File: config.mk
export PLATFORM = sky130hd
export DESIGN_NAME = countdown_timer_bank_flat
export DESIGN_NICKNAME = d
export VERILOG_FILES = /design/src/rtl/timer_pkg.sv /design/src/rtl/countdown_timer_bank_if.sv /design/src/rtl/timer_channel.sv /design/src/rtl/countdown_timer_bank.sv /design/src/flat_wrapper.sv
export SDC_FILE = /design/constraint.sdc
export NUM_CORES = 1
export LEC_CHECK = 0
export ABC_CLOCK_PERIOD_IN_PS = 7700
export BUFFER_PORTS_ARGS = -buffer_cell sky130_fd_sc_hd__buf_2
export CAP_MARGIN = 25
export CORE_UTILIZATION = 35
export CTS_BUF_LIST = sky130_fd_sc_hd__clkbuf_4 sky130_fd_sc_hd__clkbuf_8 sky130_fd_sc_hd__clkbuf_16
export CTS_CLUSTER_SIZE = 20
export DETAILED_ROUTE_END_ITERATION = 6
export GPL_TIMING_DRIVEN = 1
export SYNTH_ARGS = -nofsm -noshare
export SYNTH_HDL_FRONTEND = slang
export SYNTH_SLANG_ARGS = --single-unit
File: constraint.sdc
create_clock -name clockSignal -period 7.7 [get_ports clockSignal]
set_input_delay 0.77 -clock clockSignal [delete_from_list [all_inputs] [get_ports clockSignal]]
set_output_delay 0.77 -clock clockSignal [all_outputs]
set_load 0.1 [all_outputs]
File: src/rtl/timer_pkg.sv
// Shared definitions for the countdown timer bank: command encodings,
// per-channel FSM states, time-field limits and the mm:ss.cc field struct.
// Build option: TIMER_AUTO_RELOAD_EN (see timer_channel).
package timer_pkg;

  // Command opcodes carried on cmdOp; encodings 6 and 7 are rejected.
  typedef enum logic [2:0] {
    OP_NOP   = 3'd0,
    OP_LOAD  = 3'd1,
    OP_START = 3'd2,
    OP_PAUSE = 3'd3,
    OP_CLEAR = 3'd4,
    OP_ACK   = 3'd5
  } cmd_op_e;

  // Per-channel lifecycle.
  typedef enum logic [2:0] {
    ST_IDLE,
    ST_LOADED,
    ST_RUNNING,
    ST_PAUSED,
    ST_RINGING
  } chan_state_e;

  // Largest legal value of each sub-hour field; also the borrow targets.
  localparam logic [5:0] MM_MAX = 6'd59;
  localparam logic [5:0] SS_MAX = 6'd59;
  localparam logic [6:0] CC_MAX = 7'd99;

  // Minutes, seconds and centiseconds. Hours are kept separately because
  // their width is a module parameter.
  typedef struct packed {
    logic [5:0] mm;
    logic [5:0] ss;
    logic [6:0] cc;
  } msc_t;

  // True when every sub-hour field of a LOAD value is in range.
  function automatic logic msc_fields_ok(msc_t t);
    return (t.mm <= MM_MAX) && (t.ss <= SS_MAX) && (t.cc <= CC_MAX);
  endfunction

endpackage

File: src/rtl/countdown_timer_bank_if.sv
// Command port of the countdown timer bank: a one-cycle command strobe with
// its payload, plus the registered rejection pulse returned to the issuer.
interface countdown_timer_bank_if #(
  parameter int CH_W    = 2,
  parameter int HOURS_W = 5
) ();

  logic               cmdValid;
  logic [2:0]         cmdOp;
  logic [CH_W-1:0]    cmdChannel;
  logic [HOURS_W-1:0] loadHours;
  logic [5:0]         loadMinutes;
  logic [5:0]         loadSeconds;
  logic [6:0]         loadCentis;
  logic               cmdError;

  // Command issuer (CPU side / testbench).
  modport master (
    output cmdValid, cmdOp, cmdChannel,
    output loadHours, loadMinutes, loadSeconds, loadCentis,
    input  cmdError
  );

  // Timer bank side.
  modport slave (
    input  cmdValid, cmdOp, cmdChannel,
    input  loadHours, loadMinutes, loadSeconds, loadCentis,
    output cmdError
  );

endinterface

File: src/rtl/timer_channel.sv
// One countdown channel: lifecycle FSM, hh:mm:ss.cc borrow counter and the
// reload register. Commands arrive pre-validated from the bank; a command in
// the same cycle as a tick takes precedence and that tick is dropped.
// Build option TIMER_AUTO_RELOAD_EN: on expiry a non-zero reload value is
// copied back into the count and the channel keeps RUNNING with ring latched.
module timer_channel
  import timer_pkg::*;
#(
  parameter int HOURS_W = 5
) (
  input  logic               clk,
  input  logic               rst_n,
  input  logic               tick_i,
  input  logic               cmd_en_i,
  input  cmd_op_e            cmd_op_i,
  input  logic [HOURS_W-1:0] load_hours_i,
  input  msc_t               load_msc_i,
  output logic [HOURS_W-1:0] hours_o,
  output msc_t               msc_o,
  output logic               running_o,
  output logic               ring_o
);

  chan_state_e        state_q;
  logic [HOURS_W-1:0] hours_q;
  msc_t               msc_q;
  logic               ring_q;

  logic [HOURS_W-1:0] hours_dec;
  msc_t               msc_dec;
  logic               is_zero;

  logic [HOURS_W-1:0] rel_hours;
  msc_t               rel_msc;
  logic               reload_ok;

  chan_state_e        exp_state;
  logic [HOURS_W-1:0] exp_hours;
  msc_t               exp_msc;

  assign is_zero = (hours_q == '0) && (msc_q == '0);

  // Borrow chain: cc -> ss -> mm -> hh. Only used when the count is non-zero,
  // so hours never underflow.
  always_comb begin
    // NOTE: defaults first so every path assigns every output and no latch is inferred.
    hours_dec = hours_q;
    msc_dec   = msc_q;
    if (msc_q.cc != '0) begin
      msc_dec.cc = msc_q.cc - 7'd1;
    end else begin
      msc_dec.cc = CC_MAX;
      if (msc_q.ss != '0) begin
        msc_dec.ss = msc_q.ss - 6'd1;
      end else begin
        msc_dec.ss = SS_MAX;
        if (msc_q.mm != '0) begin
          msc_dec.mm = msc_q.mm - 6'd1;
        end else begin
          msc_dec.mm = MM_MAX;
          hours_dec  = hours_q - HOURS_W'(1);
        end
      end
    end
  end

`ifdef TIMER_AUTO_RELOAD_EN
  logic [HOURS_W-1:0] rel_hours_q;
  msc_t               rel_msc_q;

  // Reload register captures every accepted LOAD value.
  always_ff @(posedge clk) begin
    if (!rst_n) begin
      rel_hours_q <= '0;
      rel_msc_q   <= '0;
    end else if (cmd_en_i && (cmd_op_i == OP_LOAD)) begin
      rel_hours_q <= load_hours_i;
      rel_msc_q   <= load_msc_i;
    end
  end

  assign rel_hours = rel_hours_q;
  assign rel_msc   = rel_msc_q;
  // A zero reload value would re-expire forever, so it rings like a one-shot.
  assign reload_ok = (rel_hours_q != '0) || (rel_msc_q != '0);
`else
  assign rel_hours = '0;
  assign rel_msc   = '0;
  assign reload_ok = 1'b0;
`endif

  // Where an expiring channel goes next and what its count becomes.
  always_comb begin
    exp_state = ST_RINGING;
    exp_hours = '0;
    exp_msc   = '0;
    if (reload_ok) begin
      exp_state = ST_RUNNING;
      exp_hours = rel_hours;
      exp_msc   = rel_msc;
    end
  end

  // Channel FSM with count and ring flag; commands override the tick.
  always_ff @(posedge clk) begin
    if (!rst_n) begin
      // NOTE: sequential state uses non-blocking assignments so every flop samples pre-edge values.
      state_q <= ST_IDLE;
      hours_q <= '0;
      msc_q   <= '0;
      ring_q  <= 1'b0;
    end else if (cmd_en_i) begin
      case (cmd_op_i)
        OP_LOAD: begin
          hours_q <= load_hours_i;
          msc_q   <= load_msc_i;
          ring_q  <= 1'b0;
          state_q <= ST_LOADED;
        end
        OP_START: begin
          if ((state_q == ST_LOADED) || (state_q == ST_PAUSED)) begin
            if (is_zero) begin
              ring_q  <= 1'b1;
              hours_q <= exp_hours;
              msc_q   <= exp_msc;
              state_q <= exp_state;
            end else begin
              state_q <= ST_RUNNING;
            end
          end
        end
        OP_PAUSE: begin
          if (state_q == ST_RUNNING) state_q <= ST_PAUSED;
        end
        OP_CLEAR: begin
          hours_q <= '0;
          msc_q   <= '0;
          ring_q  <= 1'b0;
          state_q <= ST_IDLE;
        end
        OP_ACK: begin
          if (state_q == ST_RINGING) begin
            ring_q  <= 1'b0;
            state_q <= ST_IDLE;
          end else if (state_q == ST_RUNNING) begin
            // Auto-reloading channel acknowledged while still counting.
            ring_q <= 1'b0;
          end
        end
        default: ;
      endcase
    end else if (tick_i && (state_q == ST_RUNNING)) begin
      if (is_zero) begin
        ring_q  <= 1'b1;
        hours_q <= exp_hours;
        msc_q   <= exp_msc;
        state_q <= exp_state;
      end else begin
        hours_q <= hours_dec;
        msc_q   <= msc_dec;
      end
    end
  end

  assign hours_o   = hours_q;
  assign msc_o     = msc_q;
  assign running_o = (state_q == ST_RUNNING);
  assign ring_o    = ring_q;

endmodule

File: src/rtl/countdown_timer_bank.sv
// Bank of N_CHANNELS countdown timers sharing one centisecond tick.
// Holds the tick prescaler, command validation/steering and the registered
// readback mux; each channel lives in timer_channel.
// Build option TIMER_AUTO_RELOAD_EN selects auto-reload on expiry.
module countdown_timer_bank
  import timer_pkg::*;
#(
  parameter int N_CHANNELS = 4,
  parameter int CLK_DIV    = 1000000,
  parameter int HOURS_W    = 5,
  parameter int CH_W       = 2
) (
  input  logic                  clockSignal,
  input  logic                  resetN,
  countdown_timer_bank_if.slave cmd,
  input  logic [CH_W-1:0]       rdChannel,
  output logic [HOURS_W-1:0]    rdHours,
  output logic [5:0]            rdMinutes,
  output logic [5:0]            rdSeconds,
  output logic [6:0]            rdCentis,
  output logic [N_CHANNELS-1:0] running,
  output logic [N_CHANNELS-1:0] ringSound,
  output logic                  tickPulse
);

  localparam int PW      = $clog2(CLK_DIV);
  // Every encodable channel index gets a slot; slots past N_CHANNELS read 0.
  localparam int N_SLOTS = 2 ** CH_W;

  logic [PW-1:0] presc_q;
  logic          tick;

  logic          op_ok;
  logic          chan_ok;
  logic          fields_ok;
  logic          cmd_accept;
  logic          cmd_reject;
  logic          cmd_error_q;
  msc_t          load_msc;

  logic [HOURS_W-1:0] ch_hours [N_SLOTS];
  msc_t               ch_msc   [N_SLOTS];

  logic [HOURS_W-1:0] rd_hours_q;
  msc_t               rd_msc_q;

  assign tick      = (presc_q == PW'(CLK_DIV - 1));
  assign tickPulse = tick;

  // Centisecond prescaler: 0..CLK_DIV-1, tick on the terminal count.
  always_ff @(posedge clockSignal) begin
    if (!resetN) begin
      presc_q <= '0;
    end else if (tick) begin
      presc_q <= '0;
    end else begin
      presc_q <= presc_q + PW'(1);
    end
  end

  assign load_msc = {cmd.loadMinutes, cmd.loadSeconds, cmd.loadCentis};

  // Command validation; a NOP is neither accepted nor an error.
  always_comb begin
    op_ok      = (cmd.cmdOp <= 3'(OP_ACK));
    chan_ok    = (32'(cmd.cmdChannel) < 32'(N_CHANNELS));
    fields_ok  = (cmd.cmdOp != 3'(OP_LOAD)) || msc_fields_ok(load_msc);
    cmd_accept = cmd.cmdValid && (cmd.cmdOp != 3'(OP_NOP)) && op_ok && chan_ok && fields_ok;
    cmd_reject = cmd.cmdValid && (cmd.cmdOp != 3'(OP_NOP)) && !(op_ok && chan_ok && fields_ok);
  end

  // Rejected commands produce a one-cycle error pulse and nothing else.
  always_ff @(posedge clockSignal) begin
    if (!resetN) begin
      cmd_error_q <= 1'b0;
    end else begin
      cmd_error_q <= cmd_reject;
    end
  end

  assign cmd.cmdError = cmd_error_q;

  for (genvar i = 0; i < N_SLOTS; i++) begin : g_ch
    if (i < N_CHANNELS) begin : g_live
      timer_channel #(
        .HOURS_W (HOURS_W)
      ) u_channel (
        .clk          (clockSignal),
        .rst_n        (resetN),
        .tick_i       (tick),
        .cmd_en_i     (cmd_accept && (cmd.cmdChannel == CH_W'(i))),
        .cmd_op_i     (cmd_op_e'(cmd.cmdOp)),
        .load_hours_i (cmd.loadHours),
        .load_msc_i   (load_msc),
        .hours_o      (ch_hours[i]),
        .msc_o        (ch_msc[i]),
        .running_o    (running[i]),
        .ring_o       (ringSound[i])
      );
    end else begin : g_pad
      assign ch_hours[i] = '0;
      assign ch_msc[i]   = '0;
    end
  end

  // Registered readback of the selected channel's remaining time.
  always_ff @(posedge clockSignal) begin
    if (!resetN) begin
      rd_hours_q <= '0;
      rd_msc_q   <= '0;
    end else begin
      rd_hours_q <= ch_hours[rdChannel];
      rd_msc_q   <= ch_msc[rdChannel];
    end
  end

  assign rdHours   = rd_hours_q;
  assign rdMinutes = rd_msc_q.mm;
  assign rdSeconds = rd_msc_q.ss;
  assign rdCentis  = rd_msc_q.cc;

endmodule

File: src/flat_wrapper.sv
// flat-port wrapper written by rule: the top's interface ports become plain ports
module countdown_timer_bank_flat import timer_pkg::*;
#(
  parameter int N_CHANNELS = 4,
  parameter int CLK_DIV    = 1000000,
  parameter int HOURS_W    = 5,
  parameter int CH_W       = 2
)
  (clockSignal, resetN, rdChannel, rdHours, rdMinutes, rdSeconds, rdCentis, running, ringSound, tickPulse, cmd_cmdValid, cmd_cmdOp, cmd_cmdChannel, cmd_loadHours, cmd_loadMinutes, cmd_loadSeconds, cmd_loadCentis, cmd_cmdError);
  countdown_timer_bank_if #(.CH_W(CH_W), .HOURS_W(HOURS_W)) cmd_i ();
  input  logic clockSignal;
  input  logic resetN;
  input  logic [CH_W-1:0] rdChannel;
  output logic [HOURS_W-1:0] rdHours;
  output logic [5:0] rdMinutes;
  output logic [5:0] rdSeconds;
  output logic [6:0] rdCentis;
  output logic [N_CHANNELS-1:0] running;
  output logic [N_CHANNELS-1:0] ringSound;
  output logic tickPulse;
  input wire logic [$bits(cmd_i.cmdValid)-1:0] cmd_cmdValid;
  input wire logic [$bits(cmd_i.cmdOp)-1:0] cmd_cmdOp;
  input wire logic [$bits(cmd_i.cmdChannel)-1:0] cmd_cmdChannel;
  input wire logic [$bits(cmd_i.loadHours)-1:0] cmd_loadHours;
  input wire logic [$bits(cmd_i.loadMinutes)-1:0] cmd_loadMinutes;
  input wire logic [$bits(cmd_i.loadSeconds)-1:0] cmd_loadSeconds;
  input wire logic [$bits(cmd_i.loadCentis)-1:0] cmd_loadCentis;
  output wire logic [$bits(cmd_i.cmdError)-1:0] cmd_cmdError;
  assign cmd_i.cmdValid = cmd_cmdValid;
  assign cmd_i.cmdOp = cmd_cmdOp;
  assign cmd_i.cmdChannel = cmd_cmdChannel;
  assign cmd_i.loadHours = cmd_loadHours;
  assign cmd_i.loadMinutes = cmd_loadMinutes;
  assign cmd_i.loadSeconds = cmd_loadSeconds;
  assign cmd_i.loadCentis = cmd_loadCentis;
  assign cmd_cmdError = cmd_i.cmdError;
  countdown_timer_bank #(.N_CHANNELS(N_CHANNELS), .CLK_DIV(CLK_DIV), .HOURS_W(HOURS_W), .CH_W(CH_W)) u_core (.clockSignal(clockSignal), .resetN(resetN), .cmd(cmd_i), .rdChannel(rdChannel), .rdHours(rdHours), .rdMinutes(rdMinutes), .rdSeconds(rdSeconds), .rdCentis(rdCentis), .running(running), .ringSound(ringSound), .tickPulse(tickPulse));
endmodule
# Yosys cells after proc, flatten, opt, wreduce, memory -nomap -nowiden
# Cells that the tools add are included.
# W data, S select, Z words.
[classes] add_sub_neg=17 n_lt_le_gt_ge=5 eq_ne=70 mux=146 n_bitwise=2 n_reduce_logical=81
[op_table] cell="$mux W19" n=22
[op_table] cell="$pmux W19 S3" n=4
[op_table] cell="$mux W5" n=34
[op_table] cell="$mux W3" n=28
[op_table] cell="$ne A3 B3 Y1 const B" n=28
[op_table] cell="$logic_not A19 Y1" n=4
[op_table] cell="$mux W6" n=12
[op_table] cell="$pmux W3 S5" n=4
[op_table] cell="$pmux W5 S3" n=4
[op_table] cell="$mux W12" n=4
[op_table] cell="$reduce_and A6 Y1" n=8
[op_table] cell="$reduce_bool A6 Y1" n=8
[op_table] cell="$sub A6 B1 Y6 const B" n=8
[op_table] cell="$bmux W19 S2" n=1
[op_table] cell="$reduce_and A4 Y1" n=8
[op_table] cell="$eq A3 B2 Y1 const B" n=10
[op_table] cell="$mux W7" n=4
[op_table] cell="$reduce_and A7 Y1" n=4
[op_table] cell="$reduce_bool A7 Y1" n=4
[op_table] cell="$sub A7 B1 Y7 const B" n=4
[op_table] cell="$mux W1" n=24
[op_table] cell="$ne A6 B1 Y1 const B" n=4
[op_table] cell="$add A20 B1 Y20 const B" n=1
[op_table] cell="$eq A20 B20 Y1 const B" n=1
[op_table] cell="26 further kinds" n=88
[totals] ff_bits=157 in_bits=34 out_inout_bits=34 word_cells=351

# Logic depth before layout (Yosys ltp)
# Gate-level depths: netlist of the first run.
[depth] word_depth=8 ltp_mapped=11 mapped_depth_nobuf=8

# Modules after synthesis
# A second synthesis of the first run with hierarchy kept.
[unflattened] cells_unflattened=1217 hier_area_um2=10256.1
[by_module_without_submodules] mod="timer_channel" instances=4 cells_each=254 area_each_um2=1995.7 seq_area_each_um2=560.5
[by_module_without_submodules] mod="countdown_timer_bank" instances=1 cells_each=201 area_each_um2=2273.4 seq_area_each_um2=900.9

# Worst setup path after synthesis of the first run
# Ideal clock, no wire load.
[synth_timing] kind="register to register" startpoint="register u_core.presc_q[0]" endpoint="register u_core.g_ch[2].g_live.u_channel.msc_q (netlist bit u_core.g_ch[2].g_live.u_channel.msc_o[2])" setup_time_ns=0.120 arrival_ns=2.801 required_ns=7.580 path_slack_ns=4.779 stages_incl_launch_ff=10 path_buffers=1 period_less_slack_ns=2.921 path_cell_list="dfxtp_1 -> ha_1 -> nand2_1 -> nor4_2 -> nand2_1 -> inv_1 -> and3_1 -> clkbuf_1 -> a211oi_1 -> o31a_1"
[synth_between] elab_chain_cells=4
[synth_lines] item="from (decl)" line_no="countdown_timer_bank.sv:30" source="logic [PW-1:0] presc_q;"
[synth_lines] item="from (signal assigned)" line_no="countdown_timer_bank.sv:57" source="presc_q <= presc_q + PW'(1);"
[synth_lines] item="$eq A20 B20 Y1" line_no="countdown_timer_bank.sv:47" source="assign tick = (presc_q == PW'(CLK_DIV - 1));"
[synth_lines] item="via tickPulse" line_no="flat_wrapper.sv:20" source="output logic tickPulse;"
[synth_lines] item="$logic_and A1 B1 Y1" line_no="timer_channel.sv:152" source="end else if (tick_i && (state_q == ST_RUNNING)) begin"
[synth_lines] item="$reduce_bool A2 Y1 (no line)"
[synth_lines] item="$reduce_and A4 Y1 (no line)"
[synth_lines] item="to (signal assigned)" line_no="timer_channel.sv:125" source="msc_q <= exp_msc;"
[synth_lines] item="to (signal assigned)" line_no="timer_channel.sv:156" source="msc_q <= exp_msc;"
[synth_lines] item="to (signal assigned)" line_no="timer_channel.sv:160" source="msc_q <= msc_dec;"
[synth_lines] item="to (decl)" line_no="timer_channel.sv:26" source="msc_t msc_q;"
# The timed path passes the listed nets, and every way through them passes these cells.
# A chain may end at the register's enable or synchronous reset.

# Worst setup path after layout of the first run
[layout_timing] startpoint="input port cmd_loadCentis[2]" endpoint="register u_core.g_ch[3].g_live.u_channel.msc_q (netlist bit u_core.g_ch[3].g_live.u_channel.msc_o[16])"
[layout_between] elab_chain_cells=7 elab_cells_between_ends=13 classes_between="1 x order compare; 5 x eq/ne; 1 x mux; 6 x reduce/logical"
[layout_lines] item="from (decl)" line_no="flat_wrapper.sv:27" source="input wire logic [$bits(cmd_i.loadCentis)-1:0] cmd_loadCentis;"
[layout_lines] item="$le A7 B7 Y1 *" line_no="timer_pkg.sv:40" source="return (t.mm <= MM_MAX) && (t.ss <= SS_MAX) && (t.cc <= CC_MAX);"
[layout_lines] item="$logic_and A1 B1 Y1 *" line_no="timer_pkg.sv:40"
[layout_lines] item="$logic_or A1 B1 Y1 *" line_no="countdown_timer_bank.sv:67" source="fields_ok = (cmd.cmdOp != 3'(OP_LOAD)) || msc_fields_ok(load_msc);"
[layout_lines] item="$logic_and A1 B1 Y1 *" line_no="countdown_timer_bank.sv:68" source="cmd_accept = cmd.cmdValid && (cmd.cmdOp != 3'(OP_NOP)) && op_ok && chan_ok && fields_ok;"
[layout_lines] item="$logic_and A1 B1 Y1 *" line_no="countdown_timer_bank.sv:91" source=".cmd_en_i (cmd_accept && (cmd.cmdChannel == CH_W'(i))),"
[layout_lines] item="$ne A4 B1 Y1 (no line) (tied with other cells)"
[layout_lines] item="$reduce_and A6 Y1 (no line)"
[layout_lines] item="to (signal assigned)" line_no="timer_channel.sv:125"
[layout_lines] item="to (signal assigned)" line_no="timer_channel.sv:156"
[layout_lines] item="to (signal assigned)" line_no="timer_channel.sv:160"
[layout_lines] item="to (decl)" line_no="timer_channel.sv:26"
# Mark *: on every way between the ends. The rest lies on a longest branch, timed or not.

==> flow_summary.json, run 1 <==
{
  "outcome": "finished clean",
  "hold_path.class": "flip-flop to flip-flop",
  "synth-xor-area-share_pct": 5.15,
  "combPwrFrac_pct": 17.9,
  "antenna_found_initial": 0,
  "drc": 0,
  "r2r-end": "u_core.g_ch[1].g_live.u_channel.msc_o[15]",
  "reg2reg_slack_ns": 4.27,
  "p_seq_share_pct": 39.1,
  "p_total_mw": 2.14,
  "cp-end-kind": "flip-flop",
  "power_density_nw_per_um2": 185,
  "hold_path_end": "u_core.g_ch[2].g_live.u_channel.ring_o",
  "diodes": 0,
  "drive_above_1_share_pct": 13.2,
  "reg2reg_from": "u_core.g_ch[1].g_live.u_channel.hours_o[0]",
  "finalSetupViolations": 0,
  "syn_area_um2": 10400,
  "cts_root_buf": "clkbuf_16",
  "tightest_slew_ns": 1.05,
  "grt_max_degree": 88,
  "ctsHoldBuffers": 0,
  "switching_share_pct": 31.4,
  "cp_max_fo": 27,
  "grt_overflow": 0,
  "stdcell_area_um2": 11600,
  "cp.required_ns": 8.06,
  "ys_top_cells_by_area": "dfxtp_1 30%, mux4_2 5.0%, nor3_1 4.6%",
  "hold_path_depth": 2,
  "ys.flop_type": "dfxtp_1",
  "start_util_pct": 35.9,
  "core-area_um2": 28900,
  "clk_pin_slew_worst_paths_ns": 0.07,
  "cts_tree": "done",
  "synthSimpleGateAreaFrac_pct": 25.8,
  "tns_ns": 0,
  "drv_slew": 0,
  "worstHoldStart": "u_core.g_ch[2].g_live.u_channel.ring_o",
  "ys_seq_elements": 157,
  "synthArstFlopShare_pct": 0,
  "fin_ws_ns": 3.87,
  "ant_nets": 0,
  "worstSetupPathType": "input pin to flip-flop",
  "gp_congestion": 0.917,
  "worstRegToRegCells": 8,
  "finalWirelength_mm": 35.5,
  "ios": 68,
  "numCtsBuffers": 17,
  "syn-instance-count": 1290,
  "vias": 10200,
  "cts_setup_buffers": 0,
  "slew_headroom_pct": 29.6,
  "final_nets": 1356,
  "clk_latency_ns": 0.45,
  "grt_setup_unrepaired": "false",
  "ys_seq_area_share_pct": 30.3,
  "synthMuxAreaShare_pct": 9.41,
  "die_y_um": 174,
  "critPathArrivalTime_ns": 4.19,
  "rows": 62,
  "layout.cells.non_filler": 1698,
  "placed_cells": 1665,
  "power.internal_mw": 1.47,
  "synthAdderAreaFrac_pct": 2.53,
  "fin_skew_ns": 0.0149,
  "n_fill_cell": 2963,
  "cts-resized-gates": 0,
  "viasPerCell": 6.03,
  "synth_top_family_by_area": "simple AND/OR/NAND/NOR gates",
  "fmax_mhz": 261,
  "hold_viol_final": 0,
  "p_leak_nw": 4.47,
  "drtPass1Iterations": 6,
  "ctsHtreeMaxLevel": 4,
  "synth_largest_type_area_fraction_pct": 30.3,
  "syn_area_per_cell_um2": 8.04,
  "die_w_um": 174,
  "ir_worst_vdd_mv": 0.143,
  "period_minus_slack_ns": 3.83,
  "hpwl_mm": 25.4,
  "wl_per_cell_um": 20.9,
  "grt_use_total_pct": 23.4,
  "die-area_um2": 30300,
  "syn_nets": 1345,
  "yosysWarnings": 0,
  "drt_iter0_drc": 1201,
  "synth_edf_count": 0,
  "synth-compound-area-share_pct": 21.1,
  "placed_area_um2": 10900,
  "preCtsSetupSlack_ns": 3.53,
  "yosysTopAreaCell": "dfxtp_1",
  "start_kind": "input pin",
  "yosysUniqueCellTypes": 88,
  "grt_pass1_vias": 9267,
  "fin_crit_sh_pct": 49.7,
  "grt_pass1_wl_mm": 54.7,
  "p_clk_share_pct": 43.1,
  "clkSinkCount": 157,
  "p_sw_mw": 0.671,
  "maxCapViolCount": 0,
  "max-clock-path-buffers": 2,
  "portBuffers": 67,
  "area_growth_pct": 11.3
}
==> final cells by class <==
type | instances | area (um^2) | area share [%]
clock inverters | 15 | 201 | 1.74
clock buffers | 17 | 425 | 3.68
flip-flops and latches | 157 | 3140 | 27.2
multi-input cells | 991 | 6660 | 57.6
well taps | 384 | 480 | 4.16
inverters | 51 | 191 | 1.66
repair buffers | 83 | 455 | 3.94
==> layer usage <==
layer  GRT usage [%]  share of wire [%]  routed length, um
met2            35.8                 45              15800
met1            31.5                 43              15400
met5               0                  0                  0
met4            11.1                4.0               1430
met3            4.51                7.9               2790
==> critical path, cell delays in order <==
cell and delay [ns]:
buf_2 0.16, o311ai_0 0.54, a311o_1 0.45, and2_1 0.83, o21ai_1 0.60, buf_4 0.36, nand2_1 0.24, mux2i_1 0.23
==> Yosys cell counts (8+ instances only) <==
| library cell | count |
|---|---|
| dfxtp_1 | 157 |
| nand2_1 | 126 |
| nor2_1 | 106 |
| nor3_1 | 96 |
| clkbuf_1 | 70 |
| o21ai_0 | 66 |
| a21oi_1 | 52 |
| inv_1 | 49 |
| and2_1 | 47 |
| a211oi_1 | 43 |
| mux2i_1 | 42 |
| nand3_1 | 38 |
| xnor2_1 | 34 |
| xor2_1 | 27 |
| mux4_2 | 23 |
| ha_1 | 21 |
| a31oi_1 | 17 |
| o211ai_1 | 17 |
| nand4_1 | 15 |
| and3_1 | 14 |
| o31ai_1 | 14 |
| o21a_1 | 13 |
| o221ai_1 | 13 |
| nor4_1 | 12 |
| nor2b_1 | 11 |
| or3_1 | 10 |
| buf_4 | 8 |
| nand2b_1 | 8 |
| nor3b_1 | 8 |
==> registers in the layout (all words and copies together) (netlist names) <==
| signal | flops |
|---|---|
| u_core.g_ch.g_live.u_channel.ring_o | 4 |
| u_core.cmd.cmdError | 1 |
| u_core.rdCentis | 7 |
| u_core.rdHours | 5 |
| u_core.rdSeconds | 6 |
| u_core.g_ch.g_live.u_channel.state_q | 12 |
| u_core.presc_q | 20 |
| u_core.g_ch.g_live.u_channel.msc_o | 76 |
| u_core.g_ch.g_live.u_channel.hours_o | 20 |
| u_core.rdMinutes | 6 |
==> cells in the final DEF (no fill, tap or decap), types with 16 or more instances in the layout <==
cell type / synthesis / layout
a211oi_1: 43 / 43
a21oi_1: 52 / 52
a31oi_1: 17 / 17
and2_1: 47 / 47
buf_2: 7 / 67
buf_4: 8 / 16
clkbuf_16: 0 / 17
dfxtp_1: 157 / 157
ha_1: 21 / 21
inv_1: 49 / 49
mux2i_1: 42 / 42
mux4_2: 23 / 23
nand2_1: 126 / 126
nand3_1: 38 / 38
nor2_1: 106 / 105
nor3_1: 96 / 95
o211ai_1: 17 / 17
o21ai_0: 66 / 66
xnor2_1: 34 / 34
xor2_1: 27 / 27
==> logic make-up after synthesis <==
group           Yosys count
fa+ha+maj                21
buf+inv                 142
compound gates          315
mux                      67
xor+xnor                 61
simple gates            527
flops                   157
==> power by group through the flow <==
| stage | clock network (mW) | logic [mW] | registers (mW) |
|---|---|---|---|
| floorplan | 0 | 0.258 | 0.858 |
| global placement | 0 | 0.371 | 0.854 |
| detailed placement | 0 | 0.373 | 0.854 |
| CTS | 0.930 | 0.374 | 0.835 |
| global route | 0.964 | 0.415 | 0.837 |
| finish | 0.922 | 0.382 | 0.836 |
==> how the worst max path moves through the flow <==
| stage | from | cells past startpoint | slack (ns) | end |
|---|---|---|---|---|
| floorplan | u_core.presc_q[0] | 9 | 4.78 | u_core.g_ch[2].g_live.u_channel.msc_o[2] |
| global placement | cmd_loadCentis[2] | 8 | 3.70 | u_core.g_ch[3].g_live.u_channel.msc_o[13] |
| detailed placement | cmd_loadCentis[2] | 8 | 3.53 | u_core.g_ch[3].g_live.u_channel.msc_o[18] |
| CTS | cmd_loadCentis[2] | 8 | 3.99 | u_core.g_ch[3].g_live.u_channel.msc_o[16] |
| global route | cmd_loadCentis[2] | 8 | 3.65 | u_core.g_ch[3].g_live.u_channel.msc_o[16] |
| finish | cmd_loadCentis[2] | 8 | 3.87 | u_core.g_ch[3].g_live.u_channel.msc_o[16] |
==> per-stage QoR <==
step                util, %  hold WS [ns]
floorplan                 -         0.424
global placement       37.7         0.447
detailed placement     37.7         0.448
CTS                    39.9         0.465
global route           39.9         0.497
finish                 39.9         0.461
Note: power is estimated with default switching activity, not from simulation.
==> run 2: changes to the inputs <==
--- a/config.mk
+++ b/config.mk
@@ -5,7 +5,7 @@
 export SDC_FILE = /design/constraint.sdc
 export NUM_CORES = 1
 export LEC_CHECK = 0
-export ABC_CLOCK_PERIOD_IN_PS = 7700
+export ABC_CLOCK_PERIOD_IN_PS = 3400
 export BUFFER_PORTS_ARGS = -buffer_cell sky130_fd_sc_hd__buf_2
 export CAP_MARGIN = 25
 export CORE_UTILIZATION = 35
==> constraint.sdc (replaced) <==
create_clock -name clockSignal -period 3.4 [get_ports clockSignal]
set_input_delay 0.34 -clock clockSignal [delete_from_list [all_inputs] [get_ports clockSignal]]
set_output_delay 0.34 -clock clockSignal [all_outputs]
set_load 0.1 [all_outputs]
==> run 2 against run 1 <==
Cell count is 2.4% higher. Critical path depth stayed put. Via count is 1.4% higher. First-iteration DRC count is 0.75% higher. Non-clock buffer count is 40 higher. Utilization is 1.2 points higher. Largest power group unchanged. Highest routed layer unchanged.
==> flow_summary.json, run 2 (synthesis results as in run 1) <==
{
  "gp_congestion": 0.944,
  "startpoint": "u_core.g_ch[1].g_live.u_channel.hours_o[0]",
  "layout.cells.non_filler": 1738,
  "tightest_slew_ns": 0.969,
  "grt_overflow": 0,
  "grt_max_degree": 58,
  "seq_area_um2": 3140,
  "cts_tree": "done",
  "preCtsSetupSlack_ns": 0.342,
  "ios": 68,
  "diodes": 0,
  "fmax_mhz": 318,
  "cp-end-kind": "flip-flop",
  "die_w_um": 174,
  "finalWirelength_mm": 36.7,
  "p_leak_nw": 4.70,
  "core-area_um2": 28900,
  "hold_path.class": "input pin to flip-flop",
  "drtPass1Iterations": 5,
  "hold_viol_final": 0,
  "die_y_um": 174,
  "critPathArrivalTime_ns": 3.45,
  "viasPerCell": 5.98,
  "power_density_nw_per_um2": 420,
  "outcome": "finished clean",
  "slowest_stage": "or4_1",
  "cp_max_fo": 18,
  "grt_pass1_wl_mm": 56.8,
  "largest_register_ffs": 76,
  "fin_ws_ns": 0.257,
  "cts_setup_buffers": 0,
  "wl_per_cell_um": 21.1,
  "final_common_cell": "dfxtp_1",
  "multi_input_area_um2": 6660,
  "n_fill_cell": 2923,
  "drive_above_1_share_pct": 15.8,
  "period_minus_slack_ns": 3.14,
  "die-area_um2": 30300,
  "ir_worst_vdd_mv": 0.243,
  "area_growth_pct": 14.6,
  "ctsHtreeMaxLevel": 4,
  "path_cells": "inv_1, ha_1, or3b_2, or4_1, nor4_4, o21ba_2, or2_2, o21ai_0",
  "whs_ns": 0.223,
  "hpwl_mm": 27.4,
  "worstHoldStart": "cmd_cmdChannel[0]",
  "cts_root_buf": "clkbuf_16",
  "drt_iter0_drc": 1210,
  "fin_crit_sh_pct": 92.5,
  "final_cell_mix": "157 x dfxtp_1, 126 x nand2_1, 105 x nor2_1",
  "rows": 62,
  "max-clock-path-buffers": 2,
  "maxCapViolCount": 0,
  "start_util_pct": 35.9,
  "grt_pass1_vias": 9607,
  "max_stage_delay_ns": 0.69,
  "ctsHoldBuffers": 0,
  "slew_headroom_pct": 35.1,
  "portBuffers": 67,
  "reg2reg_from": "u_core.g_ch[1].g_live.u_channel.hours_o[0]",
  "start_kind": "flip-flop",
  "antenna_found_initial": 0,
  "grt_setup_unrepaired": "false",
  "fin_skew_ns": 0.0141,
  "clkSinkCount": 157,
  "grt_use_total_pct": 24.1,
  "cts-resized-gates": 0,
  "clk_latency_ns": 0.44,
  "vias": 10400,
  "final_nets": 1396,
  "placed_cells": 1706,
  "drc": 0,
  "cp.required_ns": 3.71,
  "tns_ns": 0,
  "numCtsBuffers": 17,
  "drv_slew": 0,
  "finalSetupViolations": 0,
  "ant_nets": 0,
  "clk_pin_slew_worst_paths_ns": 0.07,
  "worstSetupPathType": "flip-flop to flip-flop"
}
==> run 2: through the flow <==
stage               cell area (um^2)  util [%]  power [mW]
floorplan                      10400         -        2.53
detailed placement             11200      38.9        2.84
global route                   11900      41.1        5.17
CTS                            11900      41.1        5.00
finish                         11900      41.1        5.00
global placement               11200      38.9        2.84
==> run 2: power breakdown <==
group          total (mW)  internal [mW]  switching, mW
clock                2.18           1.26          0.918
sequential           1.89           1.86         0.0320
combinational       0.926          0.317          0.609
total                5.00           3.44           1.56
==> run 2: area by class of cell <==
cell class	count	share of cell area (%)
Clock buffer	17	3.58
Clock inverter	15	1.87
Inverter	51	1.61
Multi-Input combinational cell	991	56.0
Sequential cell	157	26.4
Tap cell	384	4.04
Timing Repair Buffer	123	6.48
==> run 2: worst max-delay path, delay by kind of cell, from the launching register on <==
kind	cells	cell delay, ns
AND/OR/NAND/NOR	4	1.84
AO/OA/AOI/OAI	2	0.59
flip-flops	1	0.35
adder cells (fa/ha/maj)	1	0.17
buffers and inverters	1	0.07
==> run 2: worst paths after layout <==
check | end | slack (ns) | cells past startpoint
worst max register to register | u_core.g_ch[1].g_live.u_channel.msc_o[16] | 0.26 | 8
worst min-delay path | u_core.g_ch[1].g_live.u_channel.state_q[1] | 0.22 | 3
worst min register to register | u_core.presc_q[0] | 0.47 | 1
worst max-delay path | u_core.g_ch[1].g_live.u_channel.msc_o[16] | 0.26 | 8
==> run 2: metal layers <==
layer | vias to the layer above | wire length [um] | global-route usage, %
met5 | - | 0 | 0
met4 | 0 | 936 | 7.82
met3 | 63 | 2900 | 3.65
met2 | 492 | 16600 | 37.7
met1 | 5023 | 16200 | 33.7
li1 | 4814 | - | -
